===== config.mk =====
export PLATFORM = sky130hd
export DESIGN_NAME = univ_shift_reg
export DESIGN_NICKNAME = d
export VERILOG_FILES = /design/src/rtl/univ_shift_reg.sv
export SDC_FILE = /design/constraint.sdc
export NUM_CORES = 1
export LEC_CHECK = 0
export CAP_MARGIN = 0
export CORE_UTILIZATION = 51
export DETAILED_ROUTE_END_ITERATION = 7
export MAX_ROUTING_LAYER = met4
export PLACE_DENSITY = 0.89
export SLEW_MARGIN = 20
export SYNTH_ARGS = -nofsm -noshare
export SYNTH_HDL_FRONTEND = slang
export SYNTH_SLANG_ARGS = --single-unit

===== constraint.sdc =====
create_clock -name clk -period 4.65 [get_ports clk]
set_clock_uncertainty 0.15 [all_clocks]
set_input_delay 0.6975 -clock clk [delete_from_list [all_inputs] [get_ports clk]]
set_output_delay 0.6975 -clock clk [all_outputs]
set_load 0.02 [all_outputs]

===== src/rtl/univ_shift_reg.sv =====
`default_nettype none
// ==== univ_shift_reg : universal shift/rotate register with autonomous burst engine ====
// ==== rev 1.0 ===========================================================================
module univ_shift_reg #(
   parameter int unsigned            WIDTH     = 8,
   parameter logic [WIDTH-1:0]       RESET_VAL = '0,
   parameter int unsigned            CNT_W     = 4
) (
   input  logic             clk,
   input  logic             reset,
   input  logic             en,
   input  logic [2:0]       mode,
   input  logic [WIDTH-1:0] D,
   input  logic             sin_l,
   input  logic             sin_r,
   input  logic             burst_start,
   input  logic [CNT_W-1:0] burst_len,
   output logic [WIDTH-1:0] Q,
   output logic             sout_msb,
   output logic             sout_lsb,
   output logic             busy,
   output logic             done
);

   localparam logic [2:0] c_hold = 3'b000;
   localparam logic [2:0] c_load = 3'b001;
   localparam logic [2:0] c_shl  = 3'b010;
   localparam logic [2:0] c_shr  = 3'b011;
   localparam logic [2:0] c_rotl = 3'b100;
   localparam logic [2:0] c_rotr = 3'b101;
   localparam logic [2:0] c_ashr = 3'b110;

   typedef enum logic [0:0] {
      IDLE  = 1'b0,
      BURST = 1'b1
   } state_t;

   state_t           state_q, state_d;
   logic [WIDTH-1:0] q_q, q_d;
   logic [CNT_W-1:0] cnt_q, cnt_d;
   logic [2:0]       op_q, op_d;
   logic             done_q, done_d;

   logic [WIDTH-1:0] w_shl, w_shr, w_rotl, w_rotr, w_ashr, w_op_res;
   logic [2:0]       w_sel_op;
   logic             w_is_shift;

   // A one-bit register has no neighbours: rotates and ashr degenerate to hold.
   generate
      if (WIDTH == 1) begin : g_w1
         assign w_shl  = sin_l;
         assign w_shr  = sin_r;
         assign w_rotl = q_q;
         assign w_rotr = q_q;
         assign w_ashr = q_q;
      end else begin : g_wn
         assign w_shl  = {q_q[WIDTH-2:0], sin_l};
         assign w_shr  = {sin_r, q_q[WIDTH-1:1]};
         assign w_rotl = {q_q[WIDTH-2:0], q_q[WIDTH-1]};
         assign w_rotr = {q_q[0], q_q[WIDTH-1:1]};
         assign w_ashr = {q_q[WIDTH-1], q_q[WIDTH-1:1]};
      end
   endgenerate

   assign w_sel_op   = (state_q == BURST) ? op_q : mode;
   assign w_is_shift = (mode == c_shl) || (mode == c_shr) || (mode == c_rotl) ||
                       (mode == c_rotr) || (mode == c_ashr);

   always_comb begin
      w_op_res = q_q;
      case (w_sel_op)
         c_load:  w_op_res = D;
         c_shl:   w_op_res = w_shl;
         c_shr:   w_op_res = w_shr;
         c_rotl:  w_op_res = w_rotl;
         c_rotr:  w_op_res = w_rotr;
         c_ashr:  w_op_res = w_ashr;
         default: w_op_res = q_q;
      endcase
   end

   always_comb begin
      state_d = state_q;
      q_d     = q_q;
      cnt_d   = cnt_q;
      op_d    = op_q;
      done_d  = 1'b0;
      if (en) begin
         if (state_q == IDLE) begin
            // An accepted burst request pre-empts the mode op on this edge.
            if (burst_start && w_is_shift && (burst_len != '0)) begin
               op_d    = mode;
               cnt_d   = burst_len;
               state_d = BURST;
            end else begin
               q_d = w_op_res;
            end
         end else begin
            q_d   = w_op_res;
            cnt_d = cnt_q - CNT_W'(1);
            if (cnt_q == CNT_W'(1)) begin
               state_d = IDLE;
               done_d  = 1'b1;
            end
         end
      end
   end

   always_ff @(posedge clk) begin
      if (reset) begin
         state_q <= IDLE;
         q_q     <= RESET_VAL;
         cnt_q   <= '0;
         op_q    <= c_hold;
         done_q  <= 1'b0;
      end else begin
         state_q <= state_d;
         q_q     <= q_d;
         cnt_q   <= cnt_d;
         op_q    <= op_d;
         done_q  <= done_d;
      end
   end

   assign Q        = q_q;
   assign sout_msb = q_q[WIDTH-1];
   assign sout_lsb = q_q[0];
   assign busy     = (state_q == BURST);
   assign done     = done_q;

endmodule
`default_nettype wire


# After elaboration in Yosys (flattened, before gate mapping)
# Index checks and enable logic that the tools add are counted.
dict set report totals {
  register_bits 17
  out_inout_bits 12
  word_cells 43
}
dict set report op_classes {
  add_sub_neg 1
  eq_ne 13
  muxes 10
  bitwise 2
  reduce_logical 12
}
# op n
set ops {}
lappend ops {{case mux 8 bit (6 select lines)} 1}
lappend ops {{== test 3 bit (second input constant)} 6}
lappend ops {{two-way mux 8 bit} 2}
lappend ops {{== test 3 x 2 -> 1 bit (second input constant)} 4}
lappend ops {{two-way mux 4 bit} 2}
lappend ops {{== test 4 x 1 -> 1 bit (second input constant)} 1}
lappend ops {{logical OR 1 bit} 4}
lappend ops {{two-way mux 1 bit} 4}
lappend ops {{AND reduction 2 bit} 2}
lappend ops {{nonzero test 4 bit} 1}
lappend ops {{subtractor 4 x 1 -> 4 bit (second input constant)} 1}
lappend ops {{== test 3 x 1 -> 1 bit (second input constant)} 1}
lappend ops {{two-way mux 3 bit} 1}
lappend ops {{AND reduction 3 bit} 1}
lappend ops {{OR reduction 3 bit} 1}
lappend ops {{logical AND 1 bit} 2}
lappend ops {{inequality test 2 bit (second input constant)} 1}
lappend ops {{inverter 1 bit} 2}
lappend ops {{nonzero test 2 bit} 1}

# Longest topological paths before layout
# Gate-level depths: netlist (run 1).
dict set report logic_depth {
  depth_word 9
  ltp_mapped 8
}

# Least setup slack after synthesis (run 1)
# No wires, ideal clock.
dict set report synth_timing {
  kind {input to register}
  from {input burst_len[2]}
  to {register q_q[6], in the netlist Q[6]}
  setup_time_ps 88
  t_arrival_ps 1932
  required_ps 4412
  slack_ps 2480
  stages 6
  path_buffers 1
  path_cell_list {o41ai_2 o21ai_2 a211oi_4 buf_6 nor2_2 a311oi_2}
}
dict set report synth_between {
  elab_chain_len 4
}
# item line_no
set synth_lines {}
lappend synth_lines {{from (decl)} 17} ;# input logic [CNT_W-1:0] burst_len,
lappend synth_lines {{nonzero test 4 bit} 91} ;# if (burst_start && w_is_shift && (burst_len != '0)) begin
lappend synth_lines {{logical AND 1 bit} 91}
lappend synth_lines {{inequality test 2 bit (no source line)} --}
lappend synth_lines {{AND reduction 2 bit (no source line)} --}
lappend synth_lines {{to (signal assigned)} 118} ;# q_q <= q_d;
lappend synth_lines {{to (decl)} 39} ;# logic [WIDTH-1:0] q_q, q_d;
# No other way between the ends.
# A chain may end at the register's enable or synchronous reset.

# Worst setup path after layout (run 1)
dict set report layout_timing {
  from {register state_q, in the netlist busy}
  to {output busy}
}
# item line_no
set layout_rtl {}
lappend layout_rtl {{from (decl)} 38} ;# state_t state_q, state_d;
lappend layout_rtl {{from (signal assigned)} 117} ;# state_q <= state_d;
lappend layout_rtl {{to (decl)} 21} ;# output logic busy,
# No word-level cell between the ends.

==> results of run 1 <==
worst max path at each step:
| stage | from | to | slack (ps) | cells after the start |
|---|---|---|---|---|
| 2_1_floorplan | burst_len[2] | Q[6] | 2480 | 6 |
| 3_5_place_dp | burst_len[2] | Q[3] | 1590 | 6 |
| 6_report | busy | busy | 1840 | 1 |
| 3_3_place_gp | mode[1] | Q[3] | 1750 | 6 |
| 4_1_cts | busy | busy | 1840 | 1 |
| 5_1_grt | busy | Q[3] | 1710 | 5 |
worst register-to-register path, cell delays in order (launching register included):
cell	delay (ps)
sky130_fd_sc_hd__dfxtp_1	910
sky130_fd_sc_hd__mux2i_2	520
sky130_fd_sc_hd__nor3_2	130
sky130_fd_sc_hd__a211oi_4	580
sky130_fd_sc_hd__nor2_1	80
sky130_fd_sc_hd__a311oi_1	290
per-stage QoR:
stage | hold slack [ps] | util [%]
2_1_floorplan | 317 | -
3_3_place_gp | 332 | 68.2
3_5_place_dp | 354 | 68.2
4_1_cts | 372 | 69.4
5_1_grt | 404 | 69.4
6_report | 365 | 69.4
registers in the layout (all words and copies together), names as in the netlist:
register  flops
op_q          3
done          1
cnt_q         4
Q             8
busy          1
cell families after synthesis:
| kind of cell | Yosys count | synth area share [%] |
|---|---|---|
| flops | 17 | 27.7 |
| fa+ha+maj | 2 | 2.04 |
| xor+xnor | 1 | 2.24 |
| mux | 12 | 11.8 |
| compound gates | 36 | 27.3 |
| simple gates | 61 | 23.0 |
| buf+inv | 11 | 5.91 |
routing by layer:
layer | GRT usage [%] | wire, µm | vias up
li1 | - | - | 574
met1 | 32.9 | 1260 | 557
met2 | 44.5 | 1470 | 48
met3 | 4.76 | 169 | 4
met4 | 8.80 | 27 | 0
met5 | - | 0 | -
power by group through the flow:
stage	registers [mW]	clock network (mW)	logic (mW)
floorplan	0.182	0	0.0984
global placement	0.178	0	0.148
detailed placement	0.180	0	0.153
CTS	0.176	0.0864	0.154
global route	0.179	0.0968	0.168
finish	0.177	0.0859	0.154
cell usage in the layout (no fill, tap or decap), drive strengths merged, types with 2 or more instances in the layout:
cell type      Yosys  layout
dfxtp             17      17
nor3               2       2
clkdlybuf4s50      0      32
a21oi              5       5
nor2              35      35
o21ai              2       2
o41ai              2       2
a22oi              6       6
mux2               4       4
mux2i              8       8
a31oi              3       3
nand2             12      12
inv                3       3
a211oi             5       5
nand3              6       6
clkbuf             2       3
ha                 2       2
a311oi             8       8
final cells by class:
type                       count  share of cell area [%]
clock buffer                   3                    1.45
tap                           28                    2.26
clock inverter                 1                   0.323
inverter                       3                   0.726
timing repair buffer          32                    20.7
sequential                    17                    22.0
multi-input combinational    112                    52.6
==> impl_metrics.toml, run 1 <==
[pwr]
internal_power_mw = 0.265
power_switching_share_pct = 36.5
total_power_mw = 0.417
switchingPower_mw = 0.152
combPwrFrac_pct = 37.0
power.clock.fraction_pct = 20.6
peakVddDrop_mv = 0.206
seqPwrFrac_pct = 42.4
power_leakage_nw = 0.554
power_per_cell_area_nw_per_um2 = 269

[finish]
layout.area.seq_um2 = 340
num_antenna_cells = 0
n_fill_cell = 179
final_net_count = 192
final_area_um2 = 1550
layout_cell_share_with_drive_strength_beyond_1_pct = 16.1
layout-area-overhead-vs-synth_pct = 26.2
multi_input_area_um2 = 816
fin_cells = 196

[synth]
synth_largest_type_area_fraction_pct = 27.7
synth_edf_count = 0
post_synth_main_area_contributors = "sky130_fd_sc_hd__dfxtp_1, sky130_fd_sc_hd__nor2_1, sky130_fd_sc_hd__mux2i_1"
syn-cell-area_um2 = 1230
synth.avg_cell_area_um2 = 8.78
synth_most_common_cell = "sky130_fd_sc_hd__nor2_1"
mappedNetlistNets = 163
synth_cells = 140
synth.distinct_cells = 41
synth.ff_latch_count = 17
commonest_cells_in_the_synthesized_netlist = "sky130_fd_sc_hd__nor2_1, sky130_fd_sc_hd__dfxtp_1, sky130_fd_sc_hd__nand2_1"
async_set_reset_flop_share_out_of_synthesis_pct = 0
yosysWarnings = 0
synthDominantAreaCellType = "sky130_fd_sc_hd__dfxtp_1"
ys.flop_type = "sky130_fd_sc_hd__dfxtp_1"
synth_sequential_area_ratio_pct = 27.7

[worst_hold_path]
min_from = "cnt_q[3]"
min_delay_worst_endpoint = "cnt_q[3]"
min_delay_path_depth = 2
min-delay-path-class = "register to register"

[die]
core_area_um2 = 2230
design.portCount = 33
rows = 17
dieArea_um2 = 2610
initial_utilization_pct = 55.0
floorplan.die.width_um = 51.1
y_dimension_of_the_die_um = 51.1

[timing]
post-route-worst-setup-slack_ps = 1840
finalSetupViolCount = 0
fin_setup_tns_ps = 0
timing.final.crit_share_pct = 60.5
slew_viol_final = 0
clock_period_minus_worst_slack_ps = 2810
max_slew.worst_pin.slew_ps = 878
max_slew_margin_pct = 41.4
setup_repair_after_global_routing_missed_its_margin = "no"
max_freq_ghz = 0.355
timing.final.hold_violations = 0

[clock_network]
tritoncts = "built"
cts.reportedPaths.clkPinSlew_ps = 110
cts_buffer_depth = 2
cts_made_buffers = 3
post_cts_buffers = 0
cts.htree.levels = 1
cts_root_buf = "sky130_fd_sc_hd__clkbuf_4"
worstSkewPairLatency_ps = 300
clkSinkCount = 17
cts-resized-gates = 0
cts_hold_buffers = 0

[routing]
routed_wire_length_per_instance_um = 14.9
detail_route.wirelength_um = 2920
detailedRoute.firstPassIterationCount = 5
drt_drc_violations_left = 0
post_drt_via_cell_ratio = 6.04
drt-initial-drc-count = 30
drtAntennaViolNets = 0
dr_total_vias = 1183

[grt]
maximum_number_of_pins_on_one_net_before_global_route_repair = 19
grt_pass1_wl_um = 5060
grt_pass1_vias = 1085
gr-usage-all-layers_pct = 26.9
initial_antenna_violation_count = 0
grt_remaining_overflow = 0

[job]
max_cap_viol_count = 0

[worst_setup_path]
r2r_cells = 5
worstPathCellList = "clkdlybuf4s50_1"
crit_path_top_delay_cell = "sky130_fd_sc_hd__dfxtp_1"
reg2reg_slack_ps = 1890
critPathKind = "register to primary output"
worstReg2RegStart = "busy"
cp_data_required_time_ps = 3800
timing.rr.end = "Q[3]"
path_max_fanout = 16
worst-endpoint-arrival_ps = 1970
max_stage_delay_ps = 910
worstSetupStartpointType = "register"
crit_path_end_kind = "primary output"
critPathBufInv = 1
timing.critical_path.max_delay_family = "flip-flops"

[place]
port_buffers = 32
placed_cell_area_um2 = 1520
final_wtd_congestion = 0.825
post_place_worst_slack_ps = 1590
placed_cells = 192
detailed_placer_s_ending_hpwl_um = 2100

[status]
run_status = "completed"
No activity file was read; power rests on OpenSTA's default activity.
==> run 2, diff against run 1 <==
--- a/config.mk
+++ b/config.mk
@@ -6,10 +6,10 @@
 export NUM_CORES = 1
 export LEC_CHECK = 0
 export CAP_MARGIN = 0
-export CORE_UTILIZATION = 51
+export CORE_UTILIZATION = 48
 export DETAILED_ROUTE_END_ITERATION = 7
 export MAX_ROUTING_LAYER = met4
-export PLACE_DENSITY = 0.89
+export PLACE_DENSITY = 0.84
 export SLEW_MARGIN = 20
 export SYNTH_ARGS = -nofsm -noshare
 export SYNTH_HDL_FRONTEND = slang
==> constraint.sdc (replaced) <==
create_clock -name clk -period 2.7 [get_ports clk]
set_clock_uncertainty 0.15 [all_clocks]
set_input_delay 0.405 -clock clk [delete_from_list [all_inputs] [get_ports clk]]
set_output_delay 0.405 -clock clk [all_outputs]
set_load 0.02 [all_outputs]
==> run 2 against run 1 <==
Compared with the run above: global-route usage fell by 2.1 points; cell area rose by 0.97%; die area rose by 6.0%; setup slack got worse by 1600 ps; sequential power rose by 70%; non-clock buffer count rose by 2; largest power group unchanged.
==> impl_metrics.toml, run 2 (synthesized netlist as in run 1, its figures left out) <==
[worst_hold_path]
min_from = "cnt_q[3]"
min_delay_worst_endpoint = "cnt_q[3]"
min_delay_path_depth = 2
min-delay-path-class = "register to register"

[die]
rows = 17
core_area_um2 = 2320
dieArea_um2 = 2770
floorplan.die.width_um = 52.6
design.portCount = 33
y_dimension_of_the_die_um = 52.6
initial_utilization_pct = 53.0

[clock_network]
cts_hold_buffers = 0
cts_root_buf = "sky130_fd_sc_hd__clkbuf_4"
cts_buffer_depth = 2
worstSkewPairLatency_ps = 300
cts_made_buffers = 3
tritoncts = "built"
cts.reportedPaths.clkPinSlew_ps = 100
cts.htree.levels = 1
cts-resized-gates = 0
clkSinkCount = 17
post_cts_buffers = 0

[grt]
maximum_number_of_pins_on_one_net_before_global_route_repair = 19
grt_remaining_overflow = 0
grt_busiest_layer = "met2"
global_route.usage.met3_pct = 6.09
gr-usage-all-layers_pct = 24.8
grt.met2_usage_pct = 39.7
grt_pass1_wl_um = 4890
initial_antenna_violation_count = 0
grt_pass1_vias = 1062
grt.met1_usage_pct = 32.1

[timing]
clock_period_minus_worst_slack_ps = 2420
timing.final.crit_share_pct = 89.7
timing.final.hold_violations = 0
max_freq_ghz = 0.413
fin_setup_tns_ps = 0
max_slew.worst_pin.slew_ps = 752
finalSetupViolCount = 0
post-route-worst-setup-slack_ps = 277
slew_viol_final = 0
max_slew_margin_pct = 49.7
setup_repair_after_global_routing_missed_its_margin = "no"

[worst_setup_path]
worstPathCellList = "buf_4 > clkdlybuf4s50_1"
crit_path_top_delay_cell = "sky130_fd_sc_hd__dfxtp_1"
max_stage_delay_ps = 700
r2r_cells = 6
reg2reg_slack_ps = 400
critPathKind = "register to primary output"
worst-endpoint-arrival_ps = 1870
worstSetupStartpointType = "register"
crit_path_end_kind = "primary output"
critPathBufInv = 2
worstReg2RegStart = "busy"
timing.critical_path.max_delay_family = "buffers and inverters"
path_max_fanout = 9
timing.rr.end = "Q[2]"
cp_data_required_time_ps = 2140

[job]
max_cap_viol_count = 0

[routing]
drtAntennaViolNets = 0
dr_total_vias = 1164
post_drt_via_cell_ratio = 5.88
routed_wire_length_per_instance_um = 14.8
detail_route.wirelength_um = 2940
drt_drc_violations_left = 0
drt-initial-drc-count = 29
detailedRoute.firstPassIterationCount = 4

[finish]
layout-area-overhead-vs-synth_pct = 27.4
num_antenna_cells = 0
final_net_count = 194
utilization_pct = 67.5
layout_cell_share_with_drive_strength_beyond_1_pct = 17.1
largest_reg_flops = 8
final_common_cell = "sky130_fd_sc_hd__clkdlybuf4s50_1"
mostFrequentLayoutCells = "sky130_fd_sc_hd__clkdlybuf4s50_1, sky130_fd_sc_hd__nor2_1, sky130_fd_sc_hd__dfxtp_1"

[place]
final_wtd_congestion = 0.868
port_buffers = 32
post_place_worst_slack_ps = 177
detailed_placer_s_ending_hpwl_um = 2230

[pwr]
power_leakage_nw = 0.564
power_per_cell_area_nw_per_um2 = 457
total_power_mw = 0.716
peakVddDrop_mv = 0.337

[status]
run_status = "completed"
## run 2: metrics by stage
step	instances	instance area, µm²	hold WS (ps)
2_1_floorplan	140	1230	317
3_3_place_gp	194	1540	341
3_5_place_dp	194	1540	366
4_1_cts	198	1570	387
5_1_grt	198	1570	415
6_report	198	1570	385
## run 2: per-layer routing
| layer | share of wire, % | wire, µm |
|---|---|---|
| met3 | 4.8 | 141 |
| met1 | 45 | 1310 |
| met5 | 0 | 0 |
| met4 | 0.41 | 12 |
| met2 | 50 | 1470 |
## run 2: worst reg2reg max path: stages, from the launching register on
cell,delay [ps]
sky130_fd_sc_hd__dfxtp_1,700
sky130_fd_sc_hd__mux2i_2,510
sky130_fd_sc_hd__nor3_2,140
sky130_fd_sc_hd__a211oi_4,160
sky130_fd_sc_hd__buf_4,240
sky130_fd_sc_hd__nor2_1,70
sky130_fd_sc_hd__a311oi_1,240
## run 2: how the worst max path moves through the flow
| stage | start | end | slack, ps | cells past startpoint |
|---|---|---|---|---|
| finish | busy | busy | 280 | 2 |
| global route | busy | busy | 170 | 2 |
| CTS | busy | busy | 260 | 2 |
| detailed placement | mode[1] | op_q[2] | 180 | 6 |
| global placement | mode[1] | Q[5] | 260 | 6 |
| floorplan | busy | Q[6] | 710 | 7 |
## run 2: cell type report
cell class,instances,area [µm²]
well taps,28,35.0
flip-flops and latches,17,340
multi-input cells,112,816
clock inverters,1,5.00
repair buffers,34,335
fillers,198,753
inverters,3,11.3
clock buffers,3,22.5
## run 2: report_power, final
group	internal, mW	switching, mW
clock network	0.0552	0.0865
registers	0.272	0.0297
logic	0.132	0.141
